$ cat src/rtl/avg_pkg.sv
// Shared types and constants for the trace-averager readout path.
// The FIFO entry pairs a scaled sample with its end-of-packet flag.
package avg_pkg;
  localparam int DATA_WIDTH      = 32;
  localparam int BRAM_RD_LATENCY = 1;

  typedef enum logic [1:0] {IDLE, READ, DRAIN} state_t;

  typedef struct packed {
    logic                  last;
    logic [DATA_WIDTH-1:0] data;
  } fifo_entry_t;
endpackage

$ cat src/rtl/avg_out_fifo.sv
// Two-entry synchronous FIFO; the head entry lives in its own register so
// the stream outputs come straight from flops.
module avg_out_fifo
  import avg_pkg::*;
(
  input  logic        clk,
  input  logic        reset,
  input  logic        i_push,
  input  fifo_entry_t i_din,
  input  logic        i_pop,
  output fifo_entry_t o_dout,
  output logic        o_empty,
  output logic [1:0]  o_count
);
  fifo_entry_t r_head, r_tail;
  logic [1:0]  r_count;
  logic        w_pop;

  assign w_pop   = i_pop && (r_count != 2'd0);
  assign o_dout  = r_head;
  assign o_empty = (r_count == 2'd0);
  assign o_count = r_count;

  always_ff @(posedge clk) begin
    if (reset) begin
      r_head  <= '0;
      r_tail  <= '0;
      r_count <= 2'd0;
    end else begin
      unique case ({i_push, w_pop})
        2'b10: begin
          // a push into a full FIFO is dropped; the reader's credit check prevents it
          if (r_count == 2'd0) begin
            r_head  <= i_din;
            r_count <= 2'd1;
          end else if (r_count == 2'd1) begin
            r_tail  <= i_din;
            r_count <= 2'd2;
          end
        end
        2'b01: begin
          r_head  <= r_tail;
          r_count <= r_count - 2'd1;
        end
        2'b11: begin
          if (r_count == 2'd1) begin
            r_head <= i_din;
          end else begin
            r_head <= r_tail;
            r_tail <= i_din;
          end
        end
        default: ;
      endcase
    end
  end
endmodule

$ cat src/rtl/avg_bram_reader.sv
// Reads an accumulated trace out of BRAM after the averager finishes,
// scales each sum by an arithmetic right shift and streams it as one AXIS packet.
module avg_bram_reader #(
  parameter int DATA_WIDTH = 32,
  parameter int ADDR_WIDTH = 32,
  parameter int FIFO_DEPTH = 2
)(
  input  logic                  clk,
  input  logic                  reset,
  input  logic                  start,
  input  logic [15:0]           nsamples,
  input  logic [4:0]            shift,
  output logic [ADDR_WIDTH-1:0] bram_addr,
  output logic                  bram_en,
  input  logic [DATA_WIDTH-1:0] bram_rddata,
  output logic [DATA_WIDTH-1:0] m_axis_tdata,
  output logic                  m_axis_tvalid,
  input  logic                  m_axis_tready,
  output logic                  m_axis_tlast,
  output logic                  busy,
  output logic                  done
);
  import avg_pkg::*;

  state_t      r_state;
  logic        r_start_d, r_busy, r_done, r_inflight;
  logic [15:0] r_n, r_rd_idx, r_out_idx;
  logic [4:0]  r_sh;

  logic        w_edge, w_pop, w_issue, w_empty;
  logic [1:0]  w_count;
  logic [2:0]  w_occ;
  fifo_entry_t w_din, w_head;

  assign w_edge = start & ~r_start_d;
  assign w_pop  = m_axis_tvalid & m_axis_tready;

  // Occupancy seen by the next read: buffered + in flight, minus what leaves this cycle.
  assign w_occ   = {1'b0, w_count} + {2'b00, r_inflight} - {2'b00, w_pop};
  assign w_issue = (r_state == READ) && (r_rd_idx < r_n) && (w_occ < 3'(FIFO_DEPTH));

  assign bram_en   = w_issue;
  assign bram_addr = w_issue ? ADDR_WIDTH'({r_rd_idx, 2'b00}) : '0;

  always_comb begin
    w_din      = '0;
    w_din.data = $signed(bram_rddata) >>> r_sh;
    w_din.last = (r_out_idx == 16'(r_n - 16'd1));
  end

  avg_out_fifo u_fifo (
    .clk     (clk),
    .reset   (reset),
    .i_push  (r_inflight),
    .i_din   (w_din),
    .i_pop   (w_pop),
    .o_dout  (w_head),
    .o_empty (w_empty),
    .o_count (w_count)
  );

  assign m_axis_tdata  = w_head.data;
  assign m_axis_tlast  = w_head.last;
  assign m_axis_tvalid = !w_empty;
  assign busy          = r_busy;
  assign done          = r_done;

  always_ff @(posedge clk) begin
    if (reset) begin
      r_state    <= IDLE;
      r_start_d  <= 1'b0;
      r_busy     <= 1'b0;
      r_done     <= 1'b0;
      r_inflight <= 1'b0;
      r_n        <= '0;
      r_sh       <= '0;
      r_rd_idx   <= '0;
      r_out_idx  <= '0;
    end else begin
      r_start_d  <= start;
      r_inflight <= w_issue;
      r_done     <= 1'b0;
      if (w_issue)    r_rd_idx  <= r_rd_idx + 16'd1;
      if (r_inflight) r_out_idx <= r_out_idx + 16'd1;
      unique case (r_state)
        IDLE: begin
          if (w_edge) begin
            if (nsamples != 16'd0) begin
              r_n       <= nsamples;
              r_sh      <= shift;
              r_rd_idx  <= '0;
              r_out_idx <= '0;
              r_busy    <= 1'b1;
              r_state   <= READ;
            end else begin
              r_done <= 1'b1;
            end
          end
        end
        READ: begin
          if (r_rd_idx == r_n) r_state <= DRAIN;
        end
        DRAIN: begin
          // all reads issued, nothing buffered or in flight: last beat has left
          if (w_empty && !r_inflight) begin
            r_busy  <= 1'b0;
            r_done  <= 1'b1;
            r_state <= IDLE;
          end
        end
        default: r_state <= IDLE;
      endcase
    end
  end
endmodule
$ cat config.mk
export PLATFORM = sky130hd
export DESIGN_NAME = avg_bram_reader
export DESIGN_NICKNAME = d
export VERILOG_FILES = /design/src/rtl/avg_pkg.sv /design/src/rtl/avg_out_fifo.sv /design/src/rtl/avg_bram_reader.sv
export SDC_FILE = /design/constraint.sdc
export NUM_CORES = 1
export LEC_CHECK = 0
export ABC_CLOCK_PERIOD_IN_PS = 4100
export BUFFER_PORTS_ARGS = -buffer_cell sky130_fd_sc_hd__buf_2
export CORE_MARGIN = 2
export CORE_UTILIZATION = 58
export DETAILED_ROUTE_END_ITERATION = 8
export GPL_TIMING_DRIVEN = 0
export PLACE_DENSITY = 0.82
export SYNTH_ARGS = -nofsm -noshare
export SYNTH_HDL_FRONTEND = slang
export SYNTH_HIERARCHICAL = 1
export SYNTH_SLANG_ARGS = --single-unit
export TNS_END_PERCENT = 1
$ cat constraint.sdc
create_clock -name clk -period 4.1 [get_ports clk]
set_input_delay 0.41 -clock clk [delete_from_list [all_inputs] [get_ports clk]]
set_output_delay 0.41 -clock clk [all_outputs]
set_load 0.1 [all_outputs]
; ---- After elaboration in Yosys (flattened, before gate mapping)
; Cells that the tools add are included.
[word_totals]
output_inout_bits = 69
register_bits = 127
latch_bits = 0
mem_count = 0
input_bits = 57
wordCells = 93
romBits = 0
ramBits = 0
[classes]
shift = 1
div_mod_pow = 0
mux = 31
n_bitwise = 3
n_eq_ne = 16
n_mul = 0
add_sub_neg = 6
order_cmp = 2
reduce_logical = 20
[ops]
columns = operator, count
row1 = $mux W33, 4
row2 = $mux W16, 8
row3 = $pmux W33 S3, 1
row4 = $pmux W33 S2, 1
row5 = $add A16 B1 Y16 const B, 2
row6 = $eq A16 B16 Y1, 2
row7 = $sshr A32 B5 Y32, 1
row8 = $mux W18, 1
row9 = $lt A16 B16 Y1, 1
row10 = $reduce_bool A16 Y1, 1
row11 = $sub A16 B1 Y16 const B, 1
row12 = $mux W2, 6
row13 = $ne A2 B2 Y1 const B, 6
row14 = $reduce_and A4 Y1, 2
row15 = $reduce_bool A2 Y1, 4
row16 = $eq A2 B1 Y1 const B, 3
row17 = $eq A2 B2 Y1 const B, 3
row18 = $mux W1, 6
row19 = $pmux W2 S3, 1
row20 = $reduce_and A3 Y1, 2
row21 = $logic_and A1 B1 Y1, 4
row22 = $logic_not A2 Y1, 2
row23 = $pmux W1 S2, 2
row24 = $pmux W2 S2, 1
row25 = 11 further kinds, 14

; ---- Depth between registers and ports, before layout
; Gate-level depths: netlist of run 1.
[depth]
word_depth = 10
ltp_mapped = 14

; ---- Cells and area by module
; The synthesis of run 1 kept the hierarchy.
[by_module_without_submodules]
columns = mod, area_each_um2, instances, cells_each
row1 = avg_bram_reader, 5352.6, 1, 689
row2 = avg_out_fifo, 3045.4, 1, 367

; ---- Worst setup path before layout of run 1
; OpenSTA, ideal clock, no wires.
[synth_timing]
path_type = register -> register
startpoint = register u_fifo.r_count[0] (netlist: u_fifo/o_count[0])
endpoint = register r_rd_idx[7]
path_buffers = 0
period_less_slack_ns = 5.997
stages_incl_launch_ff = 12
arrival_ns = 5.920
slack_ns = -1.897
cell_sequence = dfxtp_1 > inv_1 > ha_1 > nor2b_1 > ha_1 > nor2_1 > fa_1 > or4_4 > a221o_1 > nor4_1 > nand3b_1 > a21oi_1
[synth_between]
elab_chain_len = 10
word_cells_on_any_way = 11
classes_between = add/sub: 2 / order compare: 1 / mux: 4 / bitwise: 1 / reduce/logical: 3
[synth_lines]
columns = item, line_no
row1 = "start, declared", avg_out_fifo.sv:16  ; logic [1:0] r_count;
row2 = "start signal, assigned", avg_out_fifo.sv:43  ; r_count <= r_count - 2'd1;
row3 = $logic_not A2 Y1 *, avg_out_fifo.sv:21  ; assign o_empty = (r_count == 2'd0);
row4 = net w_empty, avg_bram_reader.sv:30  ; logic w_edge, w_pop, w_issue, w_empty;
row5 = $logic_not A1 Y1 *, avg_bram_reader.sv:64  ; assign m_axis_tvalid = !w_empty;
row6 = $and A1 B1 Y1 *, avg_bram_reader.sv:36  ; assign w_pop = m_axis_tvalid & m_axis_tready;
row7 = net w_pop, avg_bram_reader.sv:30
row8 = $sub A3 B1 Y3 *, avg_bram_reader.sv:39  ; assign w_occ = {1'b0, w_count} + {2'b00, r_inflight} - {2'b00, w_pop};
row9 = $lt A3 B2 Y1 *, avg_bram_reader.sv:40  ; assign w_issue = (r_state == READ) && (r_rd_idx < r_n) && (w_occ < 3'(FIFO_DEPTH));
row10 = $logic_and A1 B1 Y1 *, avg_bram_reader.sv:40
row11 = $mux W16 *, avg_bram_reader.sv:83  ; if (w_issue) r_rd_idx <= r_rd_idx + 16'd1;
row12 = $mux W16, avg_bram_reader.sv:88  ; if (nsamples != 16'd0) begin
row13 = $mux W16, avg_bram_reader.sv:87  ; if (w_edge) begin
row14 = $mux W16 *, avg_bram_reader.sv:85  ; unique case (r_state)
row15 = "end signal, assigned", avg_bram_reader.sv:83
row16 = "end, declared", avg_bram_reader.sv:27  ; logic [15:0] r_n, r_rd_idx, r_out_idx;
; Mark *: on every way through the listed nets, which the timed path passes. The rest lies on a longest branch.
; A chain may end at the register's enable or synchronous reset.

; ---- Worst setup path in the final report of run 1
[layout_timing]
startpoint = register u_fifo.r_count[0] (netlist: u_fifo/o_count[0])
endpoint = output port bram_addr[4]
[layout_between]
elab_chain_len = 7
word_cells_on_any_way = 8
classes_between = add/sub: 2 / order compare: 1 / mux: 1 / bitwise: 1 / reduce/logical: 3
[layout_lines]
columns = item, line_no
row1 = $logic_not A2 Y1, avg_out_fifo.sv:21
row2 = net w_empty, avg_bram_reader.sv:30
row3 = $logic_not A1 Y1, avg_bram_reader.sv:64
row4 = $and A1 B1 Y1, avg_bram_reader.sv:36
row5 = net w_pop, avg_bram_reader.sv:30
row6 = $sub A3 B1 Y3, avg_bram_reader.sv:39
row7 = $lt A3 B2 Y1, avg_bram_reader.sv:40
row8 = $logic_and A1 B1 Y1, avg_bram_reader.sv:40
row9 = $mux W18, avg_bram_reader.sv:43  ; assign bram_addr = w_issue ? ADDR_WIDTH'({r_rd_idx, 2'b00}) : '0;
row10 = "end, declared", avg_bram_reader.sv:13  ; output logic [ADDR_WIDTH-1:0] bram_addr,
; The timed path passes the listed nets, and every way through them passes these cells.

==> metrics.cfg, run 1 <==
[placed_design]
port_buffers=109
place.gp.congestion=1.03
place_hpwl_um=17400

[synth]
syn_avg_cell_area_um2=7.95
yosysSeqAreaShare_pct=30.3
synth_flop_cell=dfxtp_1
netlist_area_um2=8400
ys_ff_latch=127
async_reset_ff_share_pct=0
netlist_instances=1056
synth_edf_count=0
ys_types=77
synth_warnings=6

[floorplanning]
rows=43
dieHeight_um=124
die_w_um=124
top_level_ports=126
coreArea_um2=14000
initial_core_util_pct=60.0
dieArea_um2=15500

[critical_path]
endpoint=bram_addr[4]
crit_type=register to output pin
cp-start-kind=register
crit_fanout=10
cp-end-kind=output pin
worst_ep_arrival_time_ns=3.61
r2r-end=r_rd_idx[9]
crit_required_ns=3.69
ff2ff_setup_slack_ns=0.71
rr_startpoint=u_fifo/o_count[0]
startpoint=u_fifo/o_count[0]
reg2regPathDepth=12

[global_routing]
grt_pass1_vias=7569
grt_max_degree=20
groute.usage.overall_pct=29.2
grt-ovfl-total=0
antenna_found_initial=0
grt_pass1_wl_um=37300

[detailed_routing]
post_drt_wl_per_cell_um=16.6
drc=0
drtIter0Drc=931
ant_nets=0
drt_pass1_iterations=5
wl_um=23100
via_per_inst=5.96
vias=8296

[clock_network]
cts_max_level=4
clock_latency_ns=0.42
cts_buffers=17
cts_tree=built
cts_sinks=127
cts_buffer_depth=2
cts-root-buf=clkbuf_16
clkTransAtPathRegs_ns=0.06

[outcome]
status=finished, final reports clean

[cells_and_area]
area_delta_synth_final_pct=20.1
final_nets=1280
drive_gt1_share_pct=22.8
diodes=0

[timing]
tightest_slew_ns=0.756
period_minus_slack_ns=4.02
fmax_mhz=249
slew-limit-headroom_pct=48.9
slew_viol_final=0
setup_tns_ns=0
rsz0062_at_grt=false
hold_viol_final=0
fin_crit_sh_pct=98.0
fin_skew_ns=0.0114
setup_viol_count_final=0

[min_path]
hp-class=input port to register

[power_and_ir_drop]
p_per_area_nw_per_um2=417
power_mw=4.20
irDropWorstVdd_uv=292
cellLeakagePower_nw=3.95

[job]
maxCapViolCount=0

## worst min-delay path by stage
stage | slack [ns] | cells after the start | startpoint | to
detailed placement | 0.44 | 2 | u_fifo/r_tail[16] | u_fifo/r_tail[16]
floorplan | 0.43 | 2 | u_fifo/r_tail[10] | u_fifo/r_tail[10]
global route | 0.23 | 3 | shift[1] | r_sh[1]
CTS | 0.22 | 3 | shift[1] | r_sh[1]
global placement | 0.44 | 2 | u_fifo/r_tail[4] | u_fifo/r_tail[4]
finish | 0.23 | 3 | shift[0] | r_sh[0]
## synthesized netlist by cell type (15+ instances only)
master | instances | area [um2]
inv_1 | 31 | 116
and2_1 | 15 | 93.8
a21oi_1 | 102 | 510
xnor2_1 | 22 | 193
nor2_1 | 80 | 300
mux2i_1 | 35 | 350
ha_1 | 23 | 288
clkbuf_1 | 43 | 161
nand3_1 | 18 | 90.1
xor2_1 | 20 | 175
buf_2 | 18 | 90.1
mux4_2 | 26 | 586
buf_4 | 22 | 165
nand2_1 | 209 | 785
nand4_1 | 15 | 93.8
dfxtp_1 | 127 | 2540
o21ai_0 | 43 | 215
## registers in the layout, indices dropped and copies added (netlist names), 2 cells and up
name and flops:
r_n 16, r_state 2, r_rd_idx 16, u_fifo/r_tail 33
r_out_idx 16, u_fifo/o_dout 33, u_fifo/o_count 2, r_sh 5
## per-layer routing
metal / up-vias / share of wire, % / track usage (%)
met5: - / 0 / 0
met4: 0 / 2.1 / 8.92
met3: 47 / 10 / 7.22
met2: 460 / 44 / 44.3
met1: 3820 / 44 / 41.1
li1: 3969 / - / -
## placed cells by master (no fill, tap or decap), drive strengths merged, types with 26 or more instances in the layout
cell type    n
inv         32
o21ai       45
dfxtp      127
a21oi      102
nand2      212
clkbuf      63
mux4        26
buf        161
nor2        83
mux2i       35
## area by class of cell
cell class,count,area (um2)
multi-input combinational,816,5360
clock inverter,13,139
sequential,127,2540
clock buffer,19,453
timing repair buffer,110,726
inverter,32,123
tap,180,225
buffer,95,519
fill,1074,3900
## worst max-delay path: stages (launching register included)
cell      delay [ns]
dfxtp_2         0.37
inv_1           0.09
ha_4            0.20
nor2b_4         0.14
ha_1            0.26
nor2_2          0.11
fa_1            0.42
or4_4           0.57
a221oi_4        0.24
nand3_2         0.16
inv_4           0.12
buf_6           0.14
and2_1          0.18
buf_12          0.18
## logic make-up (layout without fill, tap and decap cells)
family	count (synthesis)	count (layout)	share of synthesized area (%)
AO/OA/AOI/OAI	226	226	17.1
XOR/XNOR	42	42	4.38
adder cells (fa/ha/maj)	24	24	3.67
buffers and inverters	128	269	7.45
flip-flops	127	127	30.3
multiplexers	70	70	12.4
other	1	16	0.0447
AND/OR/NAND/NOR	438	438	24.8
## where the power goes
| group | internal [mW] | switching [mW] |
|---|---|---|
| registers | 1.29 | 0.0445 |
| clock network | 0.926 | 0.563 |
| logic | 0.416 | 0.958 |
## metrics by stage
stage	hold WS [ns]	std cells	setup WS (ns)	instance area, um2	util [%]
after floorplan	0.432	1071	-0.101	8500	-
after global placement	0.437	1360	-0.332	9270	66.2
after detailed placement	0.445	1360	-0.330	9270	66.2
after CTS	0.219	1392	0.00655	10100	71.9
after global routing	0.226	1392	0.00347	10100	72.1
final	0.228	1392	0.0818	10100	72.1
## what timing repair did
action | 4_1_cts | 5_1_grt
cloned | 0 | 0
pin swaps | 0 | 1
setup buffers | 1 | 0
gates resized for setup | 60 | 8
hold buffers | 0 | 0
setup endpoints to repair | 17 | 15
endpoints found under the hold margin | 0 | 0
Note: power is estimated with default switching activity, not from simulation.
==> inputs of run 2 (changes only) <==
--- a/config.mk
+++ b/config.mk
@@ -7,8 +7,10 @@
 export LEC_CHECK = 0
 export ABC_CLOCK_PERIOD_IN_PS = 4100
 export BUFFER_PORTS_ARGS = -buffer_cell sky130_fd_sc_hd__buf_2
+export CELL_PAD_IN_SITES_DETAIL_PLACEMENT = 2
+export CELL_PAD_IN_SITES_GLOBAL_PLACEMENT = 2
 export CORE_MARGIN = 2
-export CORE_UTILIZATION = 58
+export CORE_UTILIZATION = 34
 export DETAILED_ROUTE_END_ITERATION = 8
 export GPL_TIMING_DRIVEN = 0
 export PLACE_DENSITY = 0.82
==> run 2 against run 1 <==
Against the previous run: the run now ends with setup timing left; sequential share of layout area shrank 0.94 points; clock skew grew 0.0024 ns; cell count grew 11%; critical path type unchanged; largest power group unchanged.
==> metrics.cfg, run 2 (synthesized netlist as in run 1, its figures left out) <==
[power_and_ir_drop]
p_per_area_nw_per_um2=431  ; +3.4%
cellLeakagePower_nw=4.04  ; +2.3%
p_int_mw=2.74  ; +3.9%
p_switching_mw=1.78  ; +14%
combPwrFrac_pct=33.9  ; +1.2 points
switching_share_pct=39.4  ; +2.2 points
clock_power_share_pct=36.3  ; +0.9 points
irDropWorstVdd_uv=203  ; -30%
seqPwrFrac_pct=29.8  ; -2.1 points

[floorplanning]
initial_core_util_pct=34.5  ; -26 points
dieHeight_um=161  ; +30%
top_level_ports=126  ; unchanged
coreArea_um2=24300  ; +74%
die_w_um=161  ; +30%
dieArea_um2=26000  ; +68%
rows=57  ; +33%

[job]
maxCapViolCount=0  ; unchanged

[detailed_routing]
post_drt_wl_per_cell_um=22.8  ; +37%
via_per_inst=5.60  ; -6.0%
drc=0  ; unchanged
drtIter0Drc=458  ; -51%
wl_um=35200  ; +52%
ant_nets=0  ; unchanged
drt_pass1_iterations=5  ; unchanged
vias=8656  ; +4.3%

[critical_path]
rr_startpoint=u_fifo/o_count[0]
cp-end-kind=output pin
ff2ff_setup_slack_ns=0.42  ; -0.29 ns
r2r-end=r_rd_idx[9]
worst_ep_arrival_time_ns=3.78  ; +0.17 ns
crit_fanout=7  ; -3
reg2regPathDepth=12  ; unchanged
crit_type=register to output pin
startpoint=u_fifo/o_count[0]
endpoint=bram_addr[14]
crit_required_ns=3.69  ; about the same
cp-start-kind=register

[timing]
setup_viol_count_final=17  ; +17
period_minus_slack_ns=4.19  ; +0.169 ns
fmax_mhz=239  ; -4.0%
fin_skew_ns=0.0137  ; +0.00237 ns
fin_crit_sh_pct=102  ; +4.1 points
slew_viol_final=0  ; unchanged
hold_ws_ns=0.230  ; +0.00193 ns
rsz0062_at_grt=true
tightest_slew_ns=0.966  ; +0.211 ns
hold_viol_final=0  ; unchanged
slew-limit-headroom_pct=34.7  ; -14 points
fin_ws_ns=-0.0868  ; -0.169 ns

[global_routing]
grt-ovfl-total=0  ; unchanged
met1_usage_pct=34.3  ; -6.8 points
groute.usage.overall_pct=26.1  ; -3.1 points
top_usage_layer=met2
grt_pass1_wl_um=53100  ; +42%
antenna_found_initial=0  ; unchanged
grt_pass1_vias=9294  ; +23%
grtUsageMet2_pct=44.8  ; +0.56 points
met3_usage_pct=3.39  ; -3.8 points
grt_max_degree=20  ; unchanged

[outcome]
violations=setup timing
status=finished, violations left

[cells_and_area]
final_core_util_pct=43.2  ; -29 points
layout_common_cells=nand2_1, dfxtp_1, buf_2, a21oi_1, nor2_1
seq_area_um2=2550  ; +0.20%
multi_input_area_um2=5390  ; +0.61%
diodes=0  ; unchanged
drive_gt1_share_pct=23.8  ; +0.98 points
final.fill_count=2751  ; +160%
area_delta_synth_final_pct=25.0
final_nets=1289  ; +0.70%
layout_commonest_cell=nand2_1
finalNonFillerCells=1545  ; +11%

[clock_network]
cts-root-buf=clkbuf_16
cts_hold_buffers=0  ; unchanged
cts_max_level=4  ; unchanged
cts_tree=built
cts_buffer_depth=2  ; unchanged
clock_latency_ns=0.43  ; about the same
cts_buffers=17  ; unchanged
clkTransAtPathRegs_ns=0.07  ; about the same
cts_sinks=127  ; unchanged

[placed_design]
port_buffers=109  ; unchanged
place_hpwl_um=24400  ; +41%
place.gp.congestion=0.889  ; -13%
dp_cells=1504  ; +11%

[min_path]
hp-class=input port to register

run 2: cell types whose count changed in the layout (fill, tap and decap cells not counted), moves of 4 or more:
| cell | delta |
|---|---|
| buf_12 | +10 |
| buf_4 | +8 |
| buf_8 | -6 |
| inv_6 | +5 |
| buf_6 | -4 |
run 2: area by class of cell:
type	instances	share of cell area, %
Multi-Input combinational cell	816	51.3
Sequential cell	127	24.3
Timing Repair Buffer	120	8.51
Buffer	94	4.89
Clock buffer	18	4.18
Tap cell	324	3.86
Clock inverter	14	1.70
Inverter	32	1.24
run 2: power groups by stage:
| stage | Combinational [mW] | Sequential (mW) | Clock (mW) |
|---|---|---|---|
| global route | 1.62 | 1.35 | 1.72 |
| floorplan | 0.800 | 1.60 | 0 |
| detailed placement | 1.40 | 1.37 | 0 |
| global placement | 1.36 | 1.37 | 0 |
| finish | 1.53 | 1.35 | 1.64 |
| CTS | 1.45 | 1.34 | 1.64 |
run 2: how the worst min path moves through the flow:
stage	start	endpoint	slack, ns	depth (start not counted)
finish	shift[0]	r_sh[0]	0.23	3
global placement	u_fifo/r_tail[6]	u_fifo/r_tail[6]	0.44	2
global route	nsamples[3]	r_n[3]	0.24	3
CTS	shift[0]	r_sh[0]	0.22	3
floorplan	u_fifo/r_tail[10]	u_fifo/r_tail[10]	0.43	2
detailed placement	u_fifo/r_tail[31]	u_fifo/r_tail[31]	0.45	2
run 2: per-stage QoR:
| stage | setup slack [ns] | area (um2) | power (mW) | setup TNS, ns |
|---|---|---|---|---|
| 2_1_floorplan | -0.101 | 8500 | 2.40 | -1.08 |
| 3_3_place_gp | -0.515 | 9450 | 2.73 | -7.70 |
| 3_5_place_dp | -0.543 | 9450 | 2.77 | -8.49 |
| 4_1_cts | -0.000119 | 10400 | 4.43 | -0.000119 |
| 5_1_grt | -0.133 | 10500 | 4.69 | -1.86 |
| 6_report | -0.0868 | 10500 | 4.52 | -1.05 |
run 2: metal layers:
layer  routed length (um)  vias up
li1                     -     3986
met1                16100     4374
met2                17100      236
met3                 1190       60
met4                  830        0
met5                    0        -
run 2: what timing repair did:
item | in CTS | in global routing
endpoints found under the setup margin | 22 | 17
gates cloned | 0 | 2
setup buffers | 2 | 7
pin swaps | 2 | 6
resized for setup | 80 | 15
run 2: critical path, cell delays in order (launching register included):
cell       delay (ns)
dfxtp_4          0.41
inv_4            0.05
ha_4             0.19
nor2b_4          0.20
ha_4             0.25
nor2_4           0.12
fa_1             0.47
or4_4            0.59
a221oi_4         0.26
nand3_2          0.18
clkinv_4         0.14
clkbuf_16        0.15
and2_4           0.15
buf_12           0.16
